--- config.mk ---
export PLATFORM = sky130hd
export DESIGN_NAME = control_sequencer
export DESIGN_NICKNAME = d
export VERILOG_FILES = /design/src/rtl/ctrl_seq_pkg.sv /design/src/rtl/control_sequencer_cw_encode.sv /design/src/rtl/control_sequencer.sv
export SDC_FILE = /design/constraint.sdc
export NUM_CORES = 1
export LEC_CHECK = 0
export BUFFER_PORTS_ARGS = -buffer_cell sky130_fd_sc_hd__buf_4
export CAP_MARGIN = 20
export CORE_UTILIZATION = 45
export CTS_CLUSTER_SIZE = 40
export DETAILED_ROUTE_END_ITERATION = 8
export MAX_ROUTING_LAYER = met4
export PLACE_DENSITY = 0.82
export SYNTH_ARGS = -nofsm -noshare
export SYNTH_HDL_FRONTEND = slang
export SYNTH_SLANG_ARGS = --single-unit
--- constraint.sdc ---
create_clock -name clock -period 2.71 [get_ports clock]
set_clock_uncertainty 0.05 [all_clocks]
set_input_delay 0.271 -clock clock [delete_from_list [all_inputs] [get_ports clock]]
set_output_delay 0.271 -clock clock [all_outputs]
set_load 0.05 [all_outputs]
--- src/rtl/ctrl_seq_pkg.sv ---
// Shared opcode/state enums, control-word layout and constants for control_sequencer.
package ctrl_seq_pkg;

    typedef enum logic [2:0] {
        OP_NOP  = 3'b000,
        OP_ADDI = 3'b001,
        OP_ADD  = 3'b010,
        OP_XOR  = 3'b011,
        OP_LSLI = 3'b100,
        OP_STUR = 3'b101,
        OP_LDUR = 3'b110,
        OP_HALT = 3'b111
    } op_e;

    typedef enum logic [1:0] {
        IDLE    = 2'd0,
        LOAD_WB = 2'd1,
        HALT_ST = 2'd2
    } state_e;

    localparam logic [4:0] FS_PASSB = 5'b00100;
    localparam logic [4:0] FS_ADD   = 5'b01000;
    localparam logic [4:0] FS_XOR   = 5'b01100;
    localparam logic [4:0] FS_LSL   = 5'b10000;

    localparam logic [1:0] PS_HOLD  = 2'b00;
    localparam logic [1:0] PS_INC   = 2'b01;

    localparam logic [4:0] REG_ZR   = 5'd31;

    // Field order is the bit order of controlWord, MSB first.
    typedef struct packed {
        logic [1:0] ps;
        logic [4:0] da;
        logic [4:0] sa;
        logic [4:0] sb;
        logic [4:0] fs;
        logic       reg_w;
        logic       ram_w;
        logic       en_mem;
        logic       en_alu;
        logic       en_b;
        logic       en_pc;
        logic       sel_b;
        logic       pc_sel;
        logic       sl;
    } cw_t;

    localparam cw_t CW_NOP = '{
        ps: PS_HOLD, da: REG_ZR, sa: REG_ZR, sb: REG_ZR, fs: FS_PASSB,
        reg_w: 1'b0, ram_w: 1'b0, en_mem: 1'b0, en_alu: 1'b0, en_b: 1'b0,
        en_pc: 1'b0, sel_b: 1'b0, pc_sel: 1'b0, sl: 1'b0
    };

    function automatic logic is_alu_op(input logic [2:0] op);
        return (op == OP_ADDI) || (op == OP_ADD) || (op == OP_XOR) || (op == OP_LSLI);
    endfunction

endpackage

--- src/rtl/control_sequencer_cw_encode.sv ---
// cw_encode: combinational map from a command (or LDUR write-back phase) to {controlWord, K}.
module cw_encode
    import ctrl_seq_pkg::*;
#(
    parameter int DATA_W = 64
) (
    input  logic              i_issue,
    input  logic              i_phase2,
    input  logic [2:0]        i_op,
    input  logic [4:0]        i_rd,
    input  logic [4:0]        i_rn,
    input  logic [4:0]        i_rm,
    input  logic [DATA_W-1:0] i_imm,
    output cw_t               o_cw,
    output logic [DATA_W-1:0] o_k
);

    logic w_rd_live;
    assign w_rd_live = (i_rd != REG_ZR);

    always_comb begin
        o_cw = CW_NOP;
        o_k  = '0;
        if (i_phase2) begin
            o_cw.ps     = PS_INC;
            o_cw.da     = i_rd;
            o_cw.sa     = i_rn;
            o_cw.fs     = FS_ADD;
            o_cw.sel_b  = 1'b1;
            o_cw.en_mem = 1'b1;
            o_cw.reg_w  = w_rd_live;
            o_k         = i_imm;
        end else if (i_issue) begin
            case (i_op)
                OP_NOP: o_cw.ps = PS_INC;
                OP_ADDI, OP_ADD, OP_XOR, OP_LSLI: begin
                    o_cw.ps     = PS_INC;
                    o_cw.da     = i_rd;
                    o_cw.sa     = i_rn;
                    o_cw.sb     = i_rm;
                    o_cw.en_alu = 1'b1;
                    o_cw.reg_w  = w_rd_live;
                    o_cw.fs     = (i_op == OP_XOR)  ? FS_XOR :
                                  (i_op == OP_LSLI) ? FS_LSL : FS_ADD;
                    if ((i_op == OP_ADDI) || (i_op == OP_LSLI)) begin
                        o_cw.sel_b = 1'b1;
                        o_k        = i_imm;
                    end
                end
                OP_STUR: begin
                    o_cw.ps    = PS_INC;
                    o_cw.sa    = i_rn;
                    o_cw.sb    = i_rd;
                    o_cw.fs    = FS_ADD;
                    o_cw.sel_b = 1'b1;
                    o_cw.ram_w = 1'b1;
                    o_k        = i_imm;
                end
                // Phase 1 only forms the address; PC holds until write-back.
                OP_LDUR: begin
                    o_cw.sa     = i_rn;
                    o_cw.fs     = FS_ADD;
                    o_cw.sel_b  = 1'b1;
                    o_cw.en_alu = 1'b1;
                    o_k         = i_imm;
                end
                default: o_cw = CW_NOP;
            endcase
        end
    end

endmodule

--- src/rtl/control_sequencer.sv ---
// control_sequencer: command-to-control-word sequencer with LDUR two-phase issue and HALT.
// Optional status flag capture is enabled by defining CTRL_SEQ_FLAGS_EN.
module control_sequencer
    import ctrl_seq_pkg::*;
#(
    parameter int CW_W   = 31,
    parameter int DATA_W = 64
) (
    input  logic              clock,
    input  logic              reset,
    input  logic              cmd_valid,
    output logic              cmd_ready,
    input  logic [2:0]        cmd_op,
    input  logic [4:0]        cmd_rd,
    input  logic [4:0]        cmd_rn,
    input  logic [4:0]        cmd_rm,
    input  logic [DATA_W-1:0] cmd_imm,
    input  logic              cmd_setf,
    input  logic [4:0]        status,
    output logic [CW_W-1:0]   controlWord,
    output logic [DATA_W-1:0] K,
    output logic              halted,
    output logic [4:0]        flags
);

    state_e            r_state;
    state_e            w_next;
    logic              w_accept;
    logic              w_phase2;
    logic [4:0]        r_ld_rd;
    logic [4:0]        r_ld_rn;
    logic [DATA_W-1:0] r_ld_imm;
    cw_t               w_cw;
    logic [DATA_W-1:0] w_k;
    cw_t               r_cw;
    logic [DATA_W-1:0] r_k;

    assign w_accept = cmd_valid && cmd_ready;
    assign w_phase2 = (r_state == LOAD_WB);

    always_ff @(posedge clock or negedge reset) begin
        if (!reset) r_state <= IDLE;
        else        r_state <= w_next;
    end

    always_comb begin
        w_next    = r_state;
        cmd_ready = 1'b0;
        halted    = 1'b0;
        case (r_state)
            IDLE: begin
                cmd_ready = 1'b1;
                if (w_accept && (cmd_op == OP_LDUR)) w_next = LOAD_WB;
                else if (w_accept && (cmd_op == OP_HALT)) w_next = HALT_ST;
            end
            LOAD_WB: w_next = IDLE;
            HALT_ST: halted = 1'b1;
            default: w_next = IDLE;
        endcase
    end

    // LDUR operands are held for the write-back word; plain data, no reset needed.
    always_ff @(posedge clock) begin
        if (w_accept) begin
            r_ld_rd  <= cmd_rd;
            r_ld_rn  <= cmd_rn;
            r_ld_imm <= cmd_imm;
        end
    end

    cw_encode #(
        .DATA_W (DATA_W)
    ) u_cw_encode (
        .i_issue  (w_accept),
        .i_phase2 (w_phase2),
        .i_op     (cmd_op),
        .i_rd     (w_phase2 ? r_ld_rd  : cmd_rd),
        .i_rn     (w_phase2 ? r_ld_rn  : cmd_rn),
        .i_rm     (cmd_rm),
        .i_imm    (w_phase2 ? r_ld_imm : cmd_imm),
        .o_cw     (w_cw),
        .o_k      (w_k)
    );

    always_ff @(posedge clock or negedge reset) begin
        if (!reset) begin
            r_cw <= CW_NOP;
            r_k  <= '0;
        end else begin
            r_cw <= w_cw;
            r_k  <= w_k;
        end
    end

    assign controlWord = CW_W'(r_cw);
    assign K           = r_k;

`ifdef CTRL_SEQ_FLAGS_EN
    logic       r_setf_pend;
    logic [4:0] r_flags;

    // Status reflects the ALU word one cycle after it is issued.
    always_ff @(posedge clock or negedge reset) begin
        if (!reset) begin
            r_setf_pend <= 1'b0;
            r_flags     <= '0;
        end else begin
            r_setf_pend <= w_accept && cmd_setf && is_alu_op(cmd_op);
            if (r_setf_pend) r_flags <= status;
        end
    end

    assign flags = r_flags;
`else
    logic w_unused_flag_inputs;
    assign w_unused_flag_inputs = ^{cmd_setf, status};
    assign flags = '0;
`endif

endmodule

# Word level (Yosys, flattened, before mapping)

Index checks and enable logic that the tools add are counted.

Muxes and demuxes: 33
Eq/ne operators: 11
Bitwise operators: 1
Reduce and logical (&&, ||, !) cells: 12

Operators with widths:

| cell                                                 | count |
|---|---|
| 2-to-1 mux 64 bit                                    | 4 |
| one-hot mux 64 bit (2 select lines)                  | 1 |
| 2-to-1 mux 5 bit                                     | 7 |
| 2-to-1 mux 30 bit                                    | 1 |
| one-hot mux 5 bit (2 select lines)                   | 2 |
| equality test 3 bit (second input constant)          | 4 |
| OR reduction 6 bit                                   | 2 |
| 2-to-1 mux 11 bit                                    | 1 |
| 2-to-1 mux 1 bit                                     | 10 |
| equality test 3 x 2 -> 1 bit (second input constant) | 2 |
| 2-to-1 mux 2 bit                                     | 3 |
| 2-to-1 mux 6 bit                                     | 1 |
| != test 5 bit (second input constant)                | 1 |
| OR reduction 5 bit                                   | 1 |
| one-hot mux 2 bit (2 select lines)                   | 1 |
| OR reduction 4 bit                                   | 1 |
| equality test 3 x 1 -> 1 bit (second input constant) | 1 |
| logical AND 1 bit                                    | 3 |
| logical NOT 3 bit                                    | 1 |
| 2-to-1 mux 3 bit                                     | 1 |
| != test 3 bit (second input constant)                | 1 |
| equality test 2 x 1 -> 1 bit (second input constant) | 1 |
| equality test 2 bit (second input constant)          | 1 |
| logical NOT 2 bit                                    | 1 |
| 5 further kinds                                      | 5 |

Register bits: 171
Bits of input ports: 91
Word-level logic and storage cells: 76
Output and inout bits: 102

# Longest topological paths before layout

Gate-level depths: netlist of the first run.

Depth after elaboration: 7
Mapped depth: 7
Gate-level depth less buffers: 4

# Cells and area by module

From an unflattened synthesis of the first run, not the netlist that was laid out.

Cell total of the unflattened synthesis: 405
Area, all modules: 6836.6 µm²

Modules (own cells, without submodules):

| module            | sequential area each (µm²) | area each (µm²) | instances | cells each |
|---|---|---|---|---|
| control_sequencer | 4669.5                     | 5916.9          | 1         | 267 |
| cw_encode         | 0.0                        | 919.6           | 1         | 138 |

# Worst setup path after synthesis of the first run

OpenSTA, ideal clock, no wires.

Path type: flip-flop to flip-flop
Start point: register r_state[1]
End point: register r_k[13], in the netlist K[13]
Clock period less this slack: 1.984 ns
Stages on the path, launching flop included: 8
Setup time: 0.065 ns
Required time: 2.595 ns
Data arrival time: 1.868 ns
Setup slack: 0.726 ns
Buffers on the path: 3
Cell sequence: dfrtp_1 > or3b_1 > buf_6 > clkinv_4 > o211a_4 > buf_8 > buf_6 > a22o_1

Elaborated cells on any way between the ends: 9
Classes of those cells: eq/ne (1); mux (6); reduce/logical (2)

RTL lines:

| item                    | line                              | text |
|---|---|---|
| start, declared         | control_sequencer.sv:26           | `state_e r_state;` |
| start signal, assigned  | control_sequencer.sv:43           | `else r_state <= w_next;` |
| logical NOT 2 bit       | control_sequencer.sv:50           | `case (r_state)` |
| 2-to-1 mux 1 bit        | control_sequencer.sv:50           |  |
| logical AND 1 bit       | control_sequencer.sv:38           | `assign w_accept = cmd_valid && cmd_ready;` |
| via u_cw_encode.i_issue | control_sequencer_cw_encode.sv:7  | `input logic i_issue,` |
| 2-to-1 mux 64 bit       | control_sequencer_cw_encode.sv:33 | `end else if (i_issue) begin` |
| 2-to-1 mux 64 bit       | control_sequencer_cw_encode.sv:24 | `if (i_phase2) begin` |
| via u_cw_encode.o_k[13] | control_sequencer_cw_encode.sv:15 | `output logic [DATA_W-1:0] o_k` |
| end signal, assigned    | control_sequencer.sv:91           | `r_k <= w_k;` |
| end, declared           | control_sequencer.sv:36           | `logic [DATA_W-1:0] r_k;` |

The timed path passes the listed nets, and every way through them passes these cells.
A chain may end at the register's enable or synchronous reset.

# Worst setup path in the final report of the first run

Start point: register r_state[1]
End point: register r_k[0], in the netlist K[0]

Same word-level chain as after synthesis.

==> results.rst, run 1 <==
.. list-table::
   :header-rows: 1

   * - Metric
     - Value
   * - Status
     - complete, no violations
   * - Chip width
     - 115.2 um
   * - Count of max-cap constraint violations
     - 0
   * - Period utilisation layout
     - 0.7995
   * - Total of fill cells in the finished design
     - 801
   * - Total routing usage reported by global routing
     - 0.2153
   * - Total leakage power
     - 3.838 nW
   * - Mean cell area of the mapped netlist
     - 17.20 um^2
   * - Crit-path leading delay family
     - compound AO/OA/AOI/OAI gates
   * - Bufs on Longest Clock Path
     - 2
   * - Post-synthesis to final-layout area growth
     - 48.06%
   * - Number of buffers and inverters on the critical path
     - 2
   * - Area of combinational cells with multiple inputs
     - 0.001054 mm^2
   * - Number of synthesized register bits
     - 164
   * - Classification of the worst-slack hold path
     - in -> reg
   * - Final Hold Vio Count
     - 0
   * - Fraction of layout cells with a size suffix above 1
     - 0.3893
   * - Routability cong.
     - 0.7304
   * - Portion of the post-synthesis area used by sequential elements
     - 0.7800
   * - Category of the worst setup path capture point
     - flop
   * - Half-perimeter wire length after detailed placement
     - 7620 um
   * - Final worst setup slack
     - 0.5434 ns
   * - Remaining antenna violation count after routing
     - 0
   * - Global-route wire length before repair
     - 20420 um
   * - Setup slack of the worst register-to-register path
     - 0.54 ns
   * - Detailed Route WL
     - 13320 um
   * - CTS Sinks
     - 164
   * - Relative slew slack
     - 0.4498
   * - Routed vias/inst
     - 4.976
   * - Via count of the first global-routing pass
     - 3986
   * - Placed cell count
     - 658
   * - Slew at the pin closest to its max-slew limit
     - 0.8252 ns
   * - Final count of pins violating max slew
     - 0
   * - Resize count post-CTS
     - 0
   * - Count of routing violations after the opening detailed-route iteration
     - 265
   * - Count of TritonRoute iterations in the first routing pass
     - 5
   * - Number of levels in the clock H-tree
     - 4
   * - End point of the most critical hold path
     - r_ld_rd[3]$_DFFE_PP_
   * - Number of placement rows
     - 40
   * - Total negative slack for setup checks
     - 0 ns
   * - Start-to-end type of the worst setup path
     - reg -> reg
   * - Worst EP arrival
     - 2.45 ns
   * - Clock period minus worst slack
     - 2.167 ns
   * - Effective utilization at floorplan
     - 0.4699
   * - Capture instance of the worst register-to-register path
     - K[0]$_DFF_PN0_
   * - Kind of start point of the critical path
     - flop
   * - Clock edge transition at the registers on the reported setup and hold paths
     - 0.06 ns
   * - Max frequency
     - 461.6 MHz
   * - Crit-path slowest cell
     - sky130_fd_sc_hd__or3b_1
   * - Number of nets in the layout
     - 675
   * - Core area
     - 0.01226 mm^2
   * - Number of standard cells in the final layout excluding fillers
     - 764
   * - Design Power
     - 0.006505 W
   * - R2r startpoint
     - r_state[1]$_DFFE_PN0P_
   * - Wire length per cell after detailed routing
     - 17.44 um
   * - Number of DRC violations after detailed routing
     - 0
   * - Skew-Pair Late Insertion Delay
     - 0.41 ns
   * - Chip Height
     - 115.2 um
   * - Root Buffer Master
     - sky130_fd_sc_hd__clkbuf_16
   * - Crit-path max FO
     - 42
   * - R2R depth
     - 5
   * - Netlist cell types
     - 34
   * - Final setup violation count
     - 0
   * - Worst Path Required
     - 3.00 ns
   * - Critical path cell sequence
     - or3b_1 -> clkinv_4 -> o211a_4 -> buf_12 -> a22o_1
   * - Cell count after synthesis
     - 335
   * - Number of antenna cells inserted
     - 0
   * - Highest cell delay on the worst timing path
     - 0.58 ns
   * - Die Area
     - 0.01326 mm^2
   * - Pin count of the biggest net entering global routing
     - 91
   * - Initial antenna violation count
     - 0
   * - Clock tree from TritonCTS
     - done
   * - Number of input and output port buffers inserted
     - 174
   * - Number of top-level pins
     - 193
   * - Hold path start
     - cmd_rd[3]
   * - Total congestion overflow after global routing
     - 0
   * - Number of warning messages in the yosys log
     - 0
   * - Maximum vdd drop
     - 0.0003960 V
   * - Hold Crit Depth
     - 1
   * - Utilization after layout
     - 0.6957
   * - Overall via count from detail_route
     - 3802
   * - Storage cell area
     - 0.004494 mm^2
   * - Unrepaired setup endpoints after global routing
     - false
   * - Power per cell area
     - 762.5 mW/mm^2
   * - Worst Setup Slack post-DPL
     - 0.6012 ns
   * - Area of the mapped netlist
     - 0.005762 mm^2
   * - Cts bufs inserted
     - 17
==> layer usage <==
layer  up-vias  part of all wire  global-route usage
met1      1860              0.40              0.2411
met3        29             0.051             0.04902
met4         0             0.027             0.09957
met5         -                 0                   -
met2       159              0.53              0.3667
li1       1754                 -                   -
==> sequential cells by signal, indices dropped and copies added (netlist names) <==
register,cells
r_ld_rn,5
r_state,2
K,64
r_ld_imm,64
controlWord,24
r_ld_rd,5
==> kinds of logic after synthesis <==
kind of cell / Yosys count / synth area share
buffers and inverters: 38 / 0.04430
AND/OR/NAND/NOR: 41 / 0.04083
AO/OA/AOI/OAI: 91 / 0.1342
flip-flops: 164 / 0.7800
other: 1 / 0.0006508
==> how the worst max path moves through the flow <==
stage / slack (ns) / depth (start not counted) / to / start
after global placement: 0.67 / 5 / K[8]$_DFF_PN0_ / r_state[1]$_DFFE_PN0P_
after detailed placement: 0.60 / 5 / K[44]$_DFF_PN0_ / r_state[1]$_DFFE_PN0P_
after global routing: 0.45 / 5 / K[0]$_DFF_PN0_ / r_state[1]$_DFFE_PN0P_
after CTS: 0.59 / 5 / K[44]$_DFF_PN0_ / r_state[1]$_DFFE_PN0P_
final: 0.54 / 5 / K[0]$_DFF_PN0_ / r_state[1]$_DFFE_PN0P_
after floorplan: 0.73 / 7 / K[13]$_DFF_PN0_ / r_state[1]$_DFFE_PN0P_
==> placed cells by master (no fill, tap or decap), types with 3 or more instances in the layout <==
cell type,instances
sky130_fd_sc_hd__nor2_1,5
sky130_fd_sc_hd__dfstp_2,16
sky130_fd_sc_hd__clkbuf_16,17
sky130_fd_sc_hd__a211oi_1,6
sky130_fd_sc_hd__clkinvlp_4,4
sky130_fd_sc_hd__conb_1,12
sky130_fd_sc_hd__buf_12,3
sky130_fd_sc_hd__nand3b_1,3
sky130_fd_sc_hd__a21oi_1,5
sky130_fd_sc_hd__bufinv_16,4
sky130_fd_sc_hd__nor3_1,11
sky130_fd_sc_hd__and3b_1,5
sky130_fd_sc_hd__o22a_1,5
sky130_fd_sc_hd__a22o_1,64
sky130_fd_sc_hd__nand2_1,9
sky130_fd_sc_hd__edfxtp_1,74
sky130_fd_sc_hd__dfrtp_1,74
sky130_fd_sc_hd__dlygate4sd3_1,74
sky130_fd_sc_hd__o31ai_1,4
sky130_fd_sc_hd__buf_4,176
==> cell usage after synthesis, drive strengths merged <==
master | n | area share
o22a | 5 | 0.0076
nor2 | 5 | 0.0033
o41a | 1 | 0.0020
and4b | 1 | 0.0017
o41ai | 1 | 0.0028
o31ai | 4 | 0.0052
nor2b | 1 | 0.0011
clkinv | 1 | 0.0015
a211oi | 6 | 0.0078
dfstp | 16 | 0.073
buf | 24 | 0.034
nor3 | 11 | 0.0096
or2 | 1 | 0.0011
o21a | 1 | 0.0013
or3b | 1 | 0.0015
or3 | 1 | 0.0020
a31oi | 1 | 0.0011
edfxtp | 74 | 0.39
dfrtp | 74 | 0.32
nand2 | 9 | 0.0059
conb | 1 | 0.00065
a21oi | 5 | 0.0043
clkbuf | 10 | 0.0065
o211a | 1 | 0.0030
a22o | 64 | 0.097
inv | 3 | 0.0020
nand3b | 3 | 0.0039
nand2b | 2 | 0.0022
and3b | 5 | 0.0076
o21ai | 2 | 0.0017
and3 | 1 | 0.0011
==> power by group <==
group | total [W] | switching, W | internal, W
combinational | 0.00106 | 0.000690 | 0.000373
sequential | 0.00292 | 0.0000739 | 0.00285
clock | 0.00252 | 0.000931 | 0.00159
==> what timing repair did <==
item                                   4_1_cts  5_1_grt
endpoints found under the hold margin       73       30
buffers inserted                             0        0
hold buffers                                73        1
==> final cells by class <==
class / count / share of cell area
sequential: 164 / 0.5268
inverter: 4 / 0.002347
clock inverter: 12 / 0.02083
multi-input combinational: 144 / 0.1235
tap: 168 / 0.02464
timing repair buffer: 253 / 0.2488
clock buffer: 19 / 0.05309
==> metrics by stage <==
stage	instance area (um^2)	hold WS [ns]
6_report	8531	0.02969
5_1_grt	8531	0.005149
4_1_cts	8501	0.0007344
3_5_place_dp	7139	0.4074
3_3_place_gp	7139	0.4022
2_1_floorplan	5803	-0.07459
(Power assumes the default switching activity.)
==> run 2: changes to the inputs <==
- clock period: 2.71 -> 2.2 ns (I/O delays scaled with it)
==> results.rst, run 2 (synthesis gave the netlist of run 1 again) <==
.. list-table::
   :header-rows: 1

   * - Metric
     - Value
   * - Total leakage power
     - 3.944 nW
   * - Total congestion overflow after global routing
     - 0
   * - Cts bufs inserted
     - 17
   * - Chip Height
     - 115.2 um
   * - Clock tree from TritonCTS
     - done
   * - Part of the power in combinational logic
     - 0.159
   * - Final Hold Vio Count
     - 0
   * - Post-synthesis to final-layout area growth
     - 51.53%
   * - Kind of start point of the critical path
     - flop
   * - Status
     - complete, no violations
   * - Remaining antenna violation count after routing
     - 0
   * - Internal power consumption
     - 0.006394 W
   * - Relative slew slack
     - 0.6127
   * - Detailed Route WL
     - 13790 um
   * - Setup slack of the worst register-to-register path
     - 0.30 ns
   * - Capture instance of the worst register-to-register path
     - K[1]$_DFF_PN0_
   * - Switching share of total power
     - 0.2501
   * - Global-route wire length before repair
     - 21080 um
   * - Wire length per cell after detailed routing
     - 17.77 um
   * - Via count of the first global-routing pass
     - 4099
   * - Relative contribution of sequential cells to total power
     - 0.421
   * - Overall via count from detail_route
     - 3944
   * - Number of input and output port buffers inserted
     - 174
   * - Leading cell types in the layout, fill and taps excluded
     - 181 x sky130_fd_sc_hd__buf_4, 77 x sky130_fd_sc_hd__dlygate4sd3_1, 74 x sky130_fd_sc_hd__dfrtp_1, 74 x sky130_fd_sc_hd__edfxtp_1, 64 x sky130_fd_sc_hd__a22o_1
   * - Routed vias/inst
     - 5.082
   * - Placed instance area
     - 0.007237 mm^2
   * - Hold Crit Depth
     - 3
   * - Die Area
     - 0.01326 mm^2
   * - R2r startpoint
     - r_state[1]$_DFFE_PN0P_
   * - Chip width
     - 115.2 um
   * - Half-perimeter wire length after detailed placement
     - 8054 um
   * - Classification of the worst-slack hold path
     - in -> reg
   * - Total negative slack for setup checks
     - 0 ns
   * - Max frequency
     - 526.2 MHz
   * - Critical path cell sequence
     - or3b_1 -> clkinv_4 -> o211a_4 -> buf_12 -> a22o_1
   * - Start-to-end type of the worst setup path
     - reg -> reg
   * - Category of the worst setup path capture point
     - flop
   * - Worst EP arrival
     - 2.20 ns
   * - Most frequent standard cell in the layout excluding fill and tap cells
     - sky130_fd_sc_hd__buf_4
   * - Power per cell area
     - 976.5 mW/mm^2
   * - Number of top-level pins
     - 193
   * - Setup Buffers After CTS
     - 0
   * - Clock period minus worst slack
     - 1.901 ns
   * - Area of all placed cells without fillers
     - 0.008731 mm^2
   * - Number of DRC violations after detailed routing
     - 0
   * - Effective utilization at floorplan
     - 0.4699
   * - Count of max-cap constraint violations
     - 0
   * - Routability cong.
     - 0.7599
   * - Slew at the pin closest to its max-slew limit
     - 0.5810 ns
   * - Hold path start
     - cmd_valid
   * - Clock power share
     - 0.420
   * - Setup crit start
     - r_state[1]$_DFFE_PN0P_
   * - Number of levels in the clock H-tree
     - 4
   * - Total of fill cells in the finished design
     - 774
   * - Clock edge transition at the registers on the reported setup and hold paths
     - 0.06 ns
   * - CTS Sinks
     - 164
   * - Storage cell area
     - 0.004494 mm^2
   * - Worst Path Required
     - 2.50 ns
   * - Crit-path slowest cell
     - sky130_fd_sc_hd__or3b_1
   * - R2R depth
     - 5
   * - Total routing usage reported by global routing
     - 0.2249
   * - Crit-path max FO
     - 25
   * - End point of the most critical hold path
     - r_state[1]$_DFFE_PN0P_
   * - Highest cell delay on the worst timing path
     - 0.44 ns
   * - Final setup violation count
     - 0
   * - Fraction of layout cells with a size suffix above 1
     - 0.3921
   * - Count of TritonRoute iterations in the first routing pass
     - 5
   * - Maximum vdd drop
     - 0.0005746 V
   * - Pin count of the biggest net entering global routing
     - 50
   * - Period utilisation layout
     - 0.8639
   * - Count of routing violations after the opening detailed-route iteration
     - 329
   * - Unrepaired setup endpoints after global routing
     - false
   * - Number of nets in the layout
     - 685
   * - Final count of pins violating max slew
     - 0
   * - Number of placement rows
     - 40
   * - Bufs on Longest Clock Path
     - 2
   * - Initial antenna violation count
     - 0
   * - Root Buffer Master
     - sky130_fd_sc_hd__clkbuf_16
   * - Area of combinational cells with multiple inputs
     - 0.001054 mm^2
   * - Power spent charging and discharging nets
     - 0.002132 W
   * - Skew-Pair Late Insertion Delay
     - 0.42 ns
   * - Core area
     - 0.01226 mm^2
[run 2: cell types whose count changed in the layout (fill, tap and decap cells not counted), moves of 2 or more]
cell,previous run,this run
sky130_fd_sc_hd__buf_12,3,5
sky130_fd_sc_hd__buf_4,176,181
sky130_fd_sc_hd__bufinv_16,4,8
sky130_fd_sc_hd__clkbuf_1,0,2
sky130_fd_sc_hd__clkinvlp_4,4,0
sky130_fd_sc_hd__dlygate4sd3_1,74,77
[run 2: how the worst max path moves through the flow]
stage                     slack (ns)               to  cells past startpoint
after floorplan                 0.22  K[13]$_DFF_PN0_                      7
after global placement          0.38   K[1]$_DFF_PN0_                      5
after detailed placement        0.31  K[32]$_DFF_PN0_                      5
after CTS                       0.29   K[1]$_DFF_PN0_                      5
after global routing            0.22   K[1]$_DFF_PN0_                      5
final                           0.30   K[1]$_DFF_PN0_                      5
[run 2: power groups by stage]
stage          sequential, W  clock [W]  combinational, W
3_3_place_gp         0.00363          0           0.00122
4_1_cts              0.00358    0.00362           0.00136
6_report             0.00359    0.00358           0.00136
3_5_place_dp         0.00364          0           0.00124
2_1_floorplan        0.00402          0          0.000390
5_1_grt              0.00361    0.00375           0.00143
[run 2: per-stage QoR]
step	power [W]	hold WS (ns)	cells	setup slack, ns	utilization
finish	0.008526	0.01767	776	0.2994	0.7120
global route	0.008783	0.02648	775	0.2175	0.7118
CTS	0.008556	0.004784	775	0.2948	0.7118
detailed placement	0.004880	0.1964	666	0.3117	0.5902
global placement	0.004846	0.1783	666	0.3814	0.5902
floorplan	0.004414	-0.1256	346	0.2162	-
[run 2: critical path: cells and delay by family (launching register included)]
family	cells	cell delay [ns]
compound gates	2	0.54
buf+inv	2	0.39
flops	1	0.39
simple gates	1	0.44
[run 2: area by class of cell]
| cell class | count | share of cell area |
|---|---|---|
| diodes | 1 | 0.0002866 |
| clock buffers | 20 | 0.05116 |
| clock inverters | 12 | 0.03138 |
| inverters | 4 | 0.002293 |
| multi-input cells | 144 | 0.1207 |
| flip-flops and latches | 164 | 0.5148 |
| well taps | 168 | 0.02408 |
| repair buffers | 263 | 0.2554 |
[run 2: per-layer routing]
metal  global-route usage  wire [um]  part of all wire  vias to the layer above
li1                     -          -                 -                     1779
met1               0.2471       5358              0.39                     1960
met2               0.3871       7384              0.54                      184
met3              0.06642        825             0.060                       21
met4              0.08139        223             0.016                        0
met5                    -          0                 0                        -
[run 2: what timing repair did]
action / in CTS / in global routing
resized for setup: 0 / 0
hold buffers: 77 / 0
hold endpoints to repair: 171 / 0
==> run 3: changes to the inputs <==
- ABC_AREA: default -> 1
- PLACE_DENSITY: 0.82 -> 0.81
==> results.rst, run 3 <==
.. list-table::
   :header-rows: 1

   * - Metric
     - Value
   * - Resize count post-CTS
     - 0
   * - Root Buffer Master
     - sky130_fd_sc_hd__clkbuf_16
   * - Worst EP arrival
     - 2.41 ns
   * - Chip width
     - 118.4 um
   * - Start-to-end type of the worst setup path
     - reg -> reg
   * - Most frequent cells after synthesis
     - 164 x sky130_fd_sc_hd__nand2_1, 74 x sky130_fd_sc_hd__dfrtp_1, 74 x sky130_fd_sc_hd__edfxtp_1, 68 x sky130_fd_sc_hd__nand3_1, 21 x sky130_fd_sc_hd__nor2_1
   * - Total congestion overflow after global routing
     - 0
   * - Detailed Route WL
     - 14810 um
   * - Internal power consumption
     - 0.005049 W
   * - Routed vias/inst
     - 4.837
   * - Global-route wire length before repair
     - 23740 um
   * - CTS Sinks
     - 164
   * - Clock period minus worst slack
     - 2.113 ns
   * - Unrepaired setup endpoints after global routing
     - false
   * - Number of nets in the layout
     - 847
   * - Clock edge transition at the registers on the reported setup and hold paths
     - 0.06 ns
   * - Half-perimeter wire length after detailed placement
     - 8519 um
   * - Worst Path Required
     - 2.49 ns
   * - Cell type contributing the most total cell area after synthesis
     - sky130_fd_sc_hd__edfxtp_1
   * - Number of levels in the clock H-tree
     - 4
   * - Clock tree from TritonCTS
     - done
   * - Number of synthesized register bits
     - 164
   * - Chip Height
     - 118.4 um
   * - Number of input and output port buffers inserted
     - 174
   * - Critical path cell sequence
     - nor2_8 -> nand2_4 -> clkinv_2 -> buf_12 -> nand2_1 -> a21oi_1 -> dlygate4sd3_1
   * - Effective utilization at floorplan
     - 0.4606
   * - Total negative slack for setup checks
     - 0 ns
   * - Period utilisation layout
     - 0.9602
   * - Classification of the worst-slack hold path
     - in -> reg
   * - Number of DRC violations after detailed routing
     - 0
   * - Area share of the largest cell type after synthesis
     - 0.3643
   * - Final Hold Vio Count
     - 0
   * - Number of antenna cells inserted
     - 0
   * - Highest cell delay on the worst timing path
     - 0.56 ns
   * - Skew-Pair Late Insertion Delay
     - 0.41 ns
   * - Setup Buffers After CTS
     - 0
   * - Core area
     - 0.01324 mm^2
   * - Total leakage power
     - 4.260 nW
   * - Maximum vdd drop
     - 0.0004494 V
   * - Overall via count from detail_route
     - 4571
   * - Portion of the post-synthesis area used by sequential elements
     - 0.7368
   * - Fraction of layout cells with a size suffix above 1
     - 0.3251
   * - Leading cell types in the layout, fill and taps excluded
     - 182 x sky130_fd_sc_hd__buf_4, 164 x sky130_fd_sc_hd__nand2_1, 83 x sky130_fd_sc_hd__dlygate4sd3_1
   * - Category of the worst setup path capture point
     - flop
   * - Die Area
     - 0.01402 mm^2
   * - Largest cells by area after synthesis
     - sky130_fd_sc_hd__edfxtp_1 36%, sky130_fd_sc_hd__dfrtp_1 30%, sky130_fd_sc_hd__nand2_1 10%
   * - Cell count after synthesis
     - 494
   * - Routability cong.
     - 0.8180
   * - Via count of the first global-routing pass
     - 4748
   * - Switching share of total power
     - 0.2040
   * - Kind of start point of the critical path
     - flop
   * - FFs w/ async S/R, synth
     - 0.5488
   * - Status
     - complete, no violations
   * - Bufs on Longest Clock Path
     - 2
   * - Max frequency
     - 473.4 MHz
   * - Final count of pins violating max slew
     - 0
   * - Cts bufs inserted
     - 17
   * - Number of placement rows
     - 42
   * - Total of fill cells in the finished design
     - 931
   * - Post-synthesis to final-layout area growth
     - 45.72%
   * - Remaining antenna violation count after routing
     - 0
   * - Clock power share
     - 0.434
   * - Number of top-level pins
     - 193
   * - Mean cell area of the mapped netlist
     - 12.35 um^2
   * - Relative slew slack
     - 0.6501
   * - Slew at the pin closest to its max-slew limit
     - 0.5249 ns
   * - Power per cell area
     - 713.6 mW/mm^2
   * - Number of enable-type register cells in the synthesized netlist
     - 74
   * - Most used standard cell by instance count after synthesis
     - sky130_fd_sc_hd__nand2_1
   * - Crit-path slowest cell
     - sky130_fd_sc_hd__dlygate4sd3_1
   * - Count of TritonRoute iterations in the first routing pass
     - 4
   * - Number of warning messages in the yosys log
     - 0
   * - Initial antenna violation count
     - 0
   * - Pin count of the biggest net entering global routing
     - 44
   * - Area of the mapped netlist
     - 0.006100 mm^2
   * - Wire length per cell after detailed routing
     - 15.67 um
   * - Crit-path max FO
     - 43
   * - Total routing usage reported by global routing
     - 0.2272
   * - Main flop type after synthesis
     - sky130_fd_sc_hd__edfxtp_1
   * - Count of routing violations after the opening detailed-route iteration
     - 355
   * - Netlist cell types
     - 24
   * - Count of max-cap constraint violations
     - 0
   * - Power spent charging and discharging nets
     - 0.001294 W
   * - Final setup violation count
     - 0
   * - Relative contribution of sequential cells to total power
     - 0.506
   * - Most frequent standard cell in the layout excluding fill and tap cells
     - sky130_fd_sc_hd__buf_4
   * - Part of the power in combinational logic
     - 0.060
   * - Design Power
     - 0.006343 W
[run 3: critical path: cells and delay by family (launching register included)]
family	cells	cell delay (ns)
buffers and inverters	3	0.93
DFF	1	0.54
and+or+nand+nor	3	0.38
AOI/OAI and AO/OA	1	0.13
[run 3: per-layer routing]
metal,global-route usage,up-vias,part of all wire
met5,-,-,0
met4,0.08940,0,0.016
met3,0.05502,26,0.052
met2,0.3820,190,0.53
met1,0.2635,2226,0.41
li1,-,2129,-
[run 3: logic make-up after synthesis]
family,count (synthesis),share of synthesized area
other cells,1,0.0006148
flops,164,0.7368
simple gates,275,0.2033
buf+inv,48,0.05416
compound gates,6,0.005128
[run 3: path summary, 6_finish.rpt]
check / startpoint / to / slack, ns / depth (start not counted)
max in group asynchronous: reset / controlWord[25]$_DFF_PN1_ / 1.12 / 3
setup reg to reg: r_state[0]$_DFFE_PN0P_ / controlWord[5]$_DFF_PN0_ / 0.09 / 7
hold / removal: cmd_valid / r_state[0]$_DFFE_PN0P_ / 0.08 / 3
hold reg to reg: r_ld_imm[27]$_DFFE_PP_ / K[27]$_DFF_PN0_ / 0.40 / 2
setup / recovery: r_state[0]$_DFFE_PN0P_ / controlWord[5]$_DFF_PN0_ / 0.09 / 7
min in group asynchronous: reset / K[50]$_DFF_PN0_ / 0.27 / 2
[run 3: final cells by class]
| type | count | area [um^2] | area share |
|---|---|---|---|
| sequential | 164 | 4494 | 0.5056 |
| timing repair buffer | 267 | 2237 | 0.2517 |
| multi-input combinational | 293 | 1323 | 0.1488 |
| clock buffer | 25 | 518.0 | 0.05828 |
| tap | 176 | 220.2 | 0.02477 |
| inverter | 13 | 50.05 | 0.005631 |
| clock inverter | 7 | 46.29 | 0.005208 |
[run 3: repair_timing]
action                     CTS  global route
hold endpoints to repair   161             0
setup endpoints to repair    0             0
hold buffers                83             0
[run 3: power by group through the flow]
stage	logic, W	clock network [W]	registers (W)
floorplan	0.0000863	0	0.00327
global placement	0.000250	0	0.00327
detailed placement	0.000258	0	0.00327
CTS	0.000378	0.00282	0.00321
global route	0.000409	0.00294	0.00321
finish	0.000380	0.00276	0.00321
[run 3: per-stage QoR]
| stage | instance area (um^2) | cells | setup slack, ns | util | hold slack (ns) |
|---|---|---|---|---|---|
| final | 8889 | 945 | 0.08750 | 0.6712 | 0.07723 |
| after global routing | 8889 | 945 | 0.003987 | 0.6712 | 0.04869 |
| after global placement | 7493 | 830 | 0.5246 | 0.5659 | 0.1700 |
| after detailed placement | 7493 | 830 | 0.4684 | 0.5659 | 0.1865 |
| after CTS | 8889 | 945 | 0.1388 | 0.6712 | 0.04494 |
| after floorplan | 6142 | 505 | 0.1181 | - | -0.1256 |
